==> config.mk <==
export PLATFORM = sky130hd
export DESIGN_NAME = fitness_scorer
export DESIGN_NICKNAME = d
export VERILOG_FILES = /design/src/rtl/fitness_scorer.sv
export SDC_FILE = /design/constraint.sdc
export NUM_CORES = 1
export LEC_CHECK = 0
export ABC_AREA = 1
export BUFFER_PORTS_ARGS = -buffer_cell sky130_fd_sc_hd__buf_2
export CAP_MARGIN = 10
export CELL_PAD_IN_SITES_DETAIL_PLACEMENT = 0
export CELL_PAD_IN_SITES_GLOBAL_PLACEMENT = 1
export CORE_MARGIN = 1
export CORE_UTILIZATION = 45
export CTS_BUF_LIST = sky130_fd_sc_hd__clkbuf_2
export CTS_CLUSTER_DIAMETER = 50
export DETAILED_ROUTE_END_ITERATION = 7
export PLACE_DENSITY = 0.86
export SYNTH_ARGS = -nofsm -noshare
export SYNTH_HDL_FRONTEND = slang
export SYNTH_SLANG_ARGS = --single-unit
==> constraint.sdc <==
create_clock -name clk -period 14.95 [get_ports clk]
set_clock_uncertainty 0.2 [all_clocks]
set_input_delay 1.495 -clock clk [delete_from_list [all_inputs] [get_ports clk]]
set_output_delay 1.495 -clock clk [all_outputs]
set_load 0.02 [all_outputs]
==> src/rtl/fitness_scorer.sv <==
// Scoring stage for evolved 4-output logic individuals: compares candidate truth-table
// words against expected words under a row mask and accumulates a saturating fitness score.
module fitness_scorer #(
  parameter int WIDTH   = 16,
  parameter int SCORE_W = 16
) (
  input  logic               clk,
  input  logic               rst_n,
  input  logic               in_valid,
  output logic               in_ready,
  input  logic               in_last,
  input  logic [WIDTH-1:0]   in_mask,
  input  logic [WIDTH-1:0]   y3,
  input  logic [WIDTH-1:0]   y2,
  input  logic [WIDTH-1:0]   y1,
  input  logic [WIDTH-1:0]   y0,
  input  logic [WIDTH-1:0]   e3,
  input  logic [WIDTH-1:0]   e2,
  input  logic [WIDTH-1:0]   e1,
  input  logic [WIDTH-1:0]   e0,
  output logic               out_valid,
  input  logic               out_ready,
  output logic [SCORE_W-1:0] score,
  output logic [SCORE_W-1:0] total,
  output logic               perfect,
  output logic [1:0]         state_dbg
);

  // Handshakes: a transfer happens on the rising edge where valid && ready are both high;
  // valid never depends on ready, and accepted data is latched so inputs may change afterwards.

  localparam int CW = $clog2(WIDTH + 1);

  typedef enum logic [1:0] {
    IDLE   = 2'd0,
    COUNT  = 2'd1,
    RESULT = 2'd2
  } state_t;

  state_t                  state, state_next;
  logic [1:0]              idx;
  logic [3:0][WIDTH-1:0]   y_q, e_q;
  logic [WIDTH-1:0]        mask_q;
  logic                    last_q;
  logic                    accept, release_res;
  logic [WIDTH-1:0]        diff, match;
  logic [CW-1:0]           match_cnt, mask_cnt;

  function automatic logic [CW-1:0] popcount(input logic [WIDTH-1:0] v);
    logic [CW-1:0] c;
    c = '0;
    for (int i = 0; i < WIDTH; i++) c = c + CW'(v[i]);
    return c;
  endfunction

  // Accumulators clamp at all-ones instead of wrapping.
  function automatic logic [SCORE_W-1:0] sat_add(input logic [SCORE_W-1:0] a,
                                                 input logic [CW-1:0] b);
    logic [SCORE_W:0] s;
    s = {1'b0, a} + (SCORE_W + 1)'(b);
    return s[SCORE_W] ? '1 : s[SCORE_W-1:0];
  endfunction

  assign accept      = (state == IDLE) && in_valid && in_ready;
  assign release_res = (state == RESULT) && out_valid && out_ready;
  assign diff        = (y_q[idx] ^ e_q[idx]) & mask_q;
  assign match       = ~(y_q[idx] ^ e_q[idx]) & mask_q;
  assign match_cnt   = popcount(match);
  assign mask_cnt    = popcount(mask_q);
  assign state_dbg   = state;

  always_comb begin
    state_next = state;
    unique case (state)
      IDLE:    if (accept) state_next = COUNT;
      COUNT:   if (idx == 2'd3) state_next = last_q ? RESULT : IDLE;
      RESULT:  if (out_ready) state_next = IDLE;
      default: state_next = IDLE;
    endcase
  end

  always_ff @(posedge clk or negedge rst_n) begin
    if (!rst_n) begin
      state     <= IDLE;
      in_ready  <= 1'b0;
      out_valid <= 1'b0;
      idx       <= 2'd0;
      y_q       <= '0;
      e_q       <= '0;
      mask_q    <= '0;
      last_q    <= 1'b0;
      score     <= '0;
      total     <= '0;
      perfect   <= 1'b1;
    end else begin
      state     <= state_next;
      // Registered flags so in_ready stays low until the first clock after reset release.
      in_ready  <= (state_next == IDLE);
      out_valid <= (state_next == RESULT);
      if (accept) begin
        y_q    <= {y3, y2, y1, y0};
        e_q    <= {e3, e2, e1, e0};
        mask_q <= in_mask;
        last_q <= in_last;
        idx    <= 2'd0;
      end else if (state == COUNT) begin
        idx   <= idx + 2'd1;
        score <= sat_add(score, match_cnt);
        total <= sat_add(total, mask_cnt);
        if (|diff) perfect <= 1'b0;
      end else if (release_res) begin
        score   <= '0;
        total   <= '0;
        perfect <= 1'b1;
      end
    end
  end

endmodule
Yosys cells after proc, flatten, opt, wreduce, memory -nomap -nowiden:

Cells that the tools add are included.
W data, S select, Z words.

* word-level logic and storage cells: 91
* bits of input ports: 149
* flip-flop bits (word level): 184
* output and inout port bits: 37

* $add $sub $neg: 33
* equality and inequality tests: 5
* bitwise gates (word level): 5
* multiplexer cells: 19
* reduce and logical (&&, ||, !) cells: 11
* order comparisons: 1

Operators with widths (number)
* $mux W16: 7
* $add A5 B1 Y5: 22
* $bmux W16 S2: 2
* $add A16 B5 Y17: 2
* $and A16 B16 Y16: 2
* $not A16 Y16: 1
* $reduce_or A16 Y1: 1
* $xor A16 B16 Y16: 1
* $mux W2: 6
* $add A4 B1 Y5: 2
* $add A3 B1 Y4: 2
* $add A2 B1 Y3: 2
* $eq A2 B2 Y1 const B: 3
* $pmux W2 S3: 1
* $add A1 B1 Y2: 2
* $logic_and A1 B1 Y1: 4
* $logic_not A2 Y1: 2
* $reduce_bool A2 Y1: 2
* $lt A2 B3 Y1 const B: 1
* $mux W1: 3
* $reduce_and A3 Y1: 1
* $add A2 B1 Y2 const B: 1
* $eq A2 B1 Y1 const B: 1
* $ne A2 B1 Y1 const B: 1
* other kinds (2): 2

Logic depth before layout (Yosys ltp):

* depth in word-level cells: 23
* depth in mapped cells: 26
* gate-level depth less buffers: 26

Worst setup path after synthesis:

No wires, ideal clock.

* path kind: register to register
* start: reg idx[1]
* end: reg score[6]
* data required time: 14622 ps
* clock period less this slack: 5086 ps
* buffers on the path: 3
* cell stages (with the launch flop): 23
* setup time: 128 ps
* data arrival time: 4758 ps
* slack: 9864 ps
* cells stage by stage: dfrtp_1 -> buf_2 -> clkinv_1 -> buf_4 -> nand3_1 -> a21boi_0 -> fa_1 -> inv_1 -> fa_1 -> fa_1 -> inv_1 -> fa_1 -> fa_1 -> fa_1 -> nand3_1 -> nand2_1 -> nand2_2 -> a21oi_4 -> nand3_4 -> nor3_4 -> buf_6 -> o21ai_2 -> o21ai_2

* longest elaborated chain between the ends: 23
* elaborated cells on any way between the ends: 25
* classes of those cells: 16 x add/sub; 6 x mux; 3 x bitwise

RTL lines
* start: declaration: RTL line 41 `logic [1:0] idx;`
* start signal: assignment: RTL line 107 `idx <= idx + 2'd1;`
* $bmux W16 S2: RTL line 67 `assign match = ~(y_q[idx] ^ e_q[idx]) & mask_q;`
* $mux W16 (not written as such): RTL line 67
* $xor A16 B16 Y16 *: RTL line 67
* $not A16 Y16 *: RTL line 67
* $and A16 B16 Y16 *: RTL line 67
* $add A1 B1 Y2: RTL line 52 `for (int i = 0; i < WIDTH; i++) c = c + CW'(v[i]);`
* $add A2 B1 Y3: RTL line 52
* $add A3 B1 Y4: RTL line 52
* $add A4 B1 Y5: RTL line 52
* $add A5 B1 Y5 (10 in a row): RTL line 52
* $add A5 B1 Y5 *: RTL line 52
* $add A16 B5 Y17 *: RTL line 60 `s = {1'b0, a} + (SCORE_W + 1)'(b);`
* $mux W16 *: RTL line 61 `return s[SCORE_W] ? '1 : s[SCORE_W-1:0];`
* $mux W16 *: RTL line 106 `end else if (state == COUNT) begin`
* end signal: assignment: RTL line 108 `score <= sat_add(score, match_cnt);`
* end: declaration: RTL line 23 `output logic [SCORE_W-1:0] score,`

Mark *: on every way between the ends. The rest lies on a longest branch, timed or not. The select of a mux whose other input is x is not followed.
A chain may end at the register's enable or synchronous reset.

Worst setup path after layout:

* start: reg idx[0]
* end: reg score[10]

Same word-level chain as after synthesis.

==> flow_metrics.tcl <==
set metrics [dict create \
    die-height_um 150 \
    synth_largest_area_cell "dfrtp_1" \
    synthDistinctLibCells 35 \
    clkSinkCount 184 \
    grt.busiest_layer "met2" \
    syn_inst 1276 \
    vias 8284 \
    tightest_slew_ns 1.09 \
    min_period_over_period 0.425 \
    drc 0 \
    rsz0062_at_grt "false" \
    htree_levels 4 \
    first_pass_iters 5 \
    critPathMaxFanout 34 \
    cts_tree "yes" \
    ys_top_cells_by_area "dfrtp_1 46%, nand2_1 21%, o21ai_0 6.2%, inv_1 5.3%, fa_1 4.8%" \
    fp-row-count 53 \
    met3_usage 0.0467 \
    area_delta_synth_final_pct 13.6 \
    vdd_drop_max_mv 0.208 \
    globalRouteMet1Util 0.327 \
    die-width_um 150 \
    hold_violations 0 \
    layout_common_cells "546 x nand2_1, 184 x buf_2, 183 x dfrtp_1" \
    crit_top_cell "fa_1" \
    core_area_mm2 0.0213 \
    regToRegSetupSlack_ns 8.59 \
    routed_wl_um 24400 \
    cellPowerDensity_mw_per_mm2 287 \
    syn_area_per_cell_um2 7.77 \
    hold_path_class "reg2reg" \
    clock.fmax_mhz 157 \
    status "finished clean" \
    setup_ws_ns 8.59 \
    synth_nets 1466 \
    cts_buffer_depth 2 \
    end_kind "flip-flop" \
    cts_resized 0 \
    ys.warnings.count 0 \
    total_leakage_power_nw 6.11 \
    grt_max_degree 237 \
    grt_pass1_vias 7914 \
    initial_utilization 0.466 \
    r2r-start "idx[0]$_DFFE_PN0P_" \
    r2r_cells 20 \
    crit_path_start "idx[0]$_DFFE_PN0P_" \
    ys_seq_area_frac 0.465 \
    crit_chain "inv_2 > nand2_1 > nand3_1 > a21boi_0 > fa_1 > inv_1 > fa_1 > fa_1 > inv_1 > fa_1 > fa_1 > fa_1 > nand3_1 > nand2_1 > nand2_2 > a21oi_4 > nand3_4 > nor3_4 > o21ai_0 > o21ai_0" \
    syn-cell-area_mm2 0.00991 \
    wl_per_cell_um 14.2 \
    worstSkewPairLatency_ns 0.76 \
    slew_headroom 0.269 \
    critPathLaunchType "flip-flop" \
    cts_buffers 17 \
    met2_usage 0.360 \
    async_flop_share 1.00 \
    fin_setup_tns_ns 0 \
    antenna_found_initial 1 \
    synth-edff-count 0 \
    synth_top_area_share 0.462 \
    ant_nets 0 \
    layout.nets 1622 \
    slew_violations 0 \
    hold_buffers 0 \
    drt_iter0_drc 423 \
    viasPerCell 4.82 \
    io_buffers 185 \
    max-cap-violations 0 \
    drive_above_1_share 0.168 \
    grt_overflow_total 0 \
    ys_ff_latch 184 \
    min_period_ns 6.36 \
    cts.clk_slew.worst_paths_ns 0.29 \
    pre_cts_ws_ns 8.59 \
    hpwl_um 17700 \
    grt_pass1_wl_um 40000 \
    critPathKind "reg2reg" \
    ys.flop_type "dfrtp_1" \
    endpoint "score[10]$_DFFE_PN0P_" \
    required_ns 15.45 \
    r2r-end "score[10]$_DFFE_PN0P_" \
    postCtsSetupRepairBufs 0 \
    crit_arrival_ns 6.86 \
    place.gp.congestion 0.821 \
    slowest_stage "dfrtp_1" \
    setup_violations 0 \
    track_usage 0.231 \
    cts_root_buf "clkbuf_2" \
    cp_slowest_stage_delay_ns 1.11 \
    layout_commonest_cell "nand2_1" \
    ios 186 \
    die-area_mm2 0.0226 \
]
[cells in the mapped netlist (2+ instances only)]
cell	number
a21oi_1	10
nand2_1	546
o21ai_1	11
dfrtp_1	183
nor2_4	2
nor3_1	4
nor2_1	34
o21ai_2	7
nand4_1	4
clkbuf_1	19
nand2_2	4
ha_1	17
inv_1	139
xnor2_1	14
xor2_1	24
nor2_2	2
nand3_1	58
o211ai_1	2
nand3_2	2
a21oi_2	2
buf_2	28
buf_4	2
clkinv_1	2
o21ai_0	123
a21boi_0	3
fa_1	24
o31ai_1	2
[cells by family after synthesis]
group	synth area share
compound gates	0.0876
xor+xnor	0.0336
fa+ha+maj	0.0699
buf+inv	0.0783
flops	0.465
simple gates	0.266
[through the flow]
step | hold WS, ns | area [um^2] | power (W) | utilization | std cells
floorplan | 0.243 | 9910 | 0.00247 | - | 1276
global placement | 0.255 | 11000 | 0.00293 | 0.516 | 1688
detailed placement | 0.278 | 11000 | 0.00298 | 0.516 | 1688
CTS | 0.310 | 11300 | 0.00327 | 0.529 | 1719
global route | 0.344 | 11300 | 0.00367 | 0.529 | 1720
finish | 0.307 | 11300 | 0.00323 | 0.529 | 1720
[area by class of cell]
cell class                 instances  area, um^2
fill                            2120       10000
timing repair buffer             188         970
antenna                            1        2.50
clock buffer                      17        85.1
clock inverter                    14         186
multi-input combinational        899        4530
tap                              275         344
sequential                       184        4610
inverter                         142         533
[routing by layer]
layer	share of wire	routed length, um
met1	0.48	11800
met4	0.018	439
met2	0.45	10900
met5	0	0
met3	0.048	1160
[worst min-delay path by stage]
| stage | start | end | slack [ns] | cells after the start |
|---|---|---|---|---|
| after floorplan | last_q$_DFFE_PN0P_ | last_q$_DFFE_PN0P_ | 0.24 | 2 |
| after detailed placement | perfect$_DFFE_PN1P_ | perfect$_DFFE_PN1P_ | 0.28 | 2 |
| after global routing | perfect$_DFFE_PN1P_ | perfect$_DFFE_PN1P_ | 0.34 | 2 |
| after global placement | last_q$_DFFE_PN0P_ | last_q$_DFFE_PN0P_ | 0.26 | 2 |
| final | perfect$_DFFE_PN1P_ | perfect$_DFFE_PN1P_ | 0.31 | 2 |
| after CTS | perfect$_DFFE_PN1P_ | perfect$_DFFE_PN1P_ | 0.31 | 2 |
[sequential cells by signal, indices dropped and copies added, names as in the netlist]
name       flops
e_q           64
y_q           64
mask_q        16
score         16
total         16
idx            2
state_dbg      2
in_ready       1
last_q         1
out_valid      1
perfect        1
[worst max-delay path: cells and delay by family, from the launching register on]
| kind | cells | cell delay (ns) |
|---|---|---|
| compound gates | 4 | 0.79 |
| simple gates | 7 | 1.14 |
| flops | 1 | 1.11 |
| buf+inv | 3 | 0.66 |
| fa+ha+maj | 6 | 2.43 |
[report_power, final]
group,switching [W],internal (W)
clock network,0.000185,0.0000979
registers,0.000188,0.000736
logic,0.00123,0.000797
No activity file was read; power rests on OpenSTA's default activity.
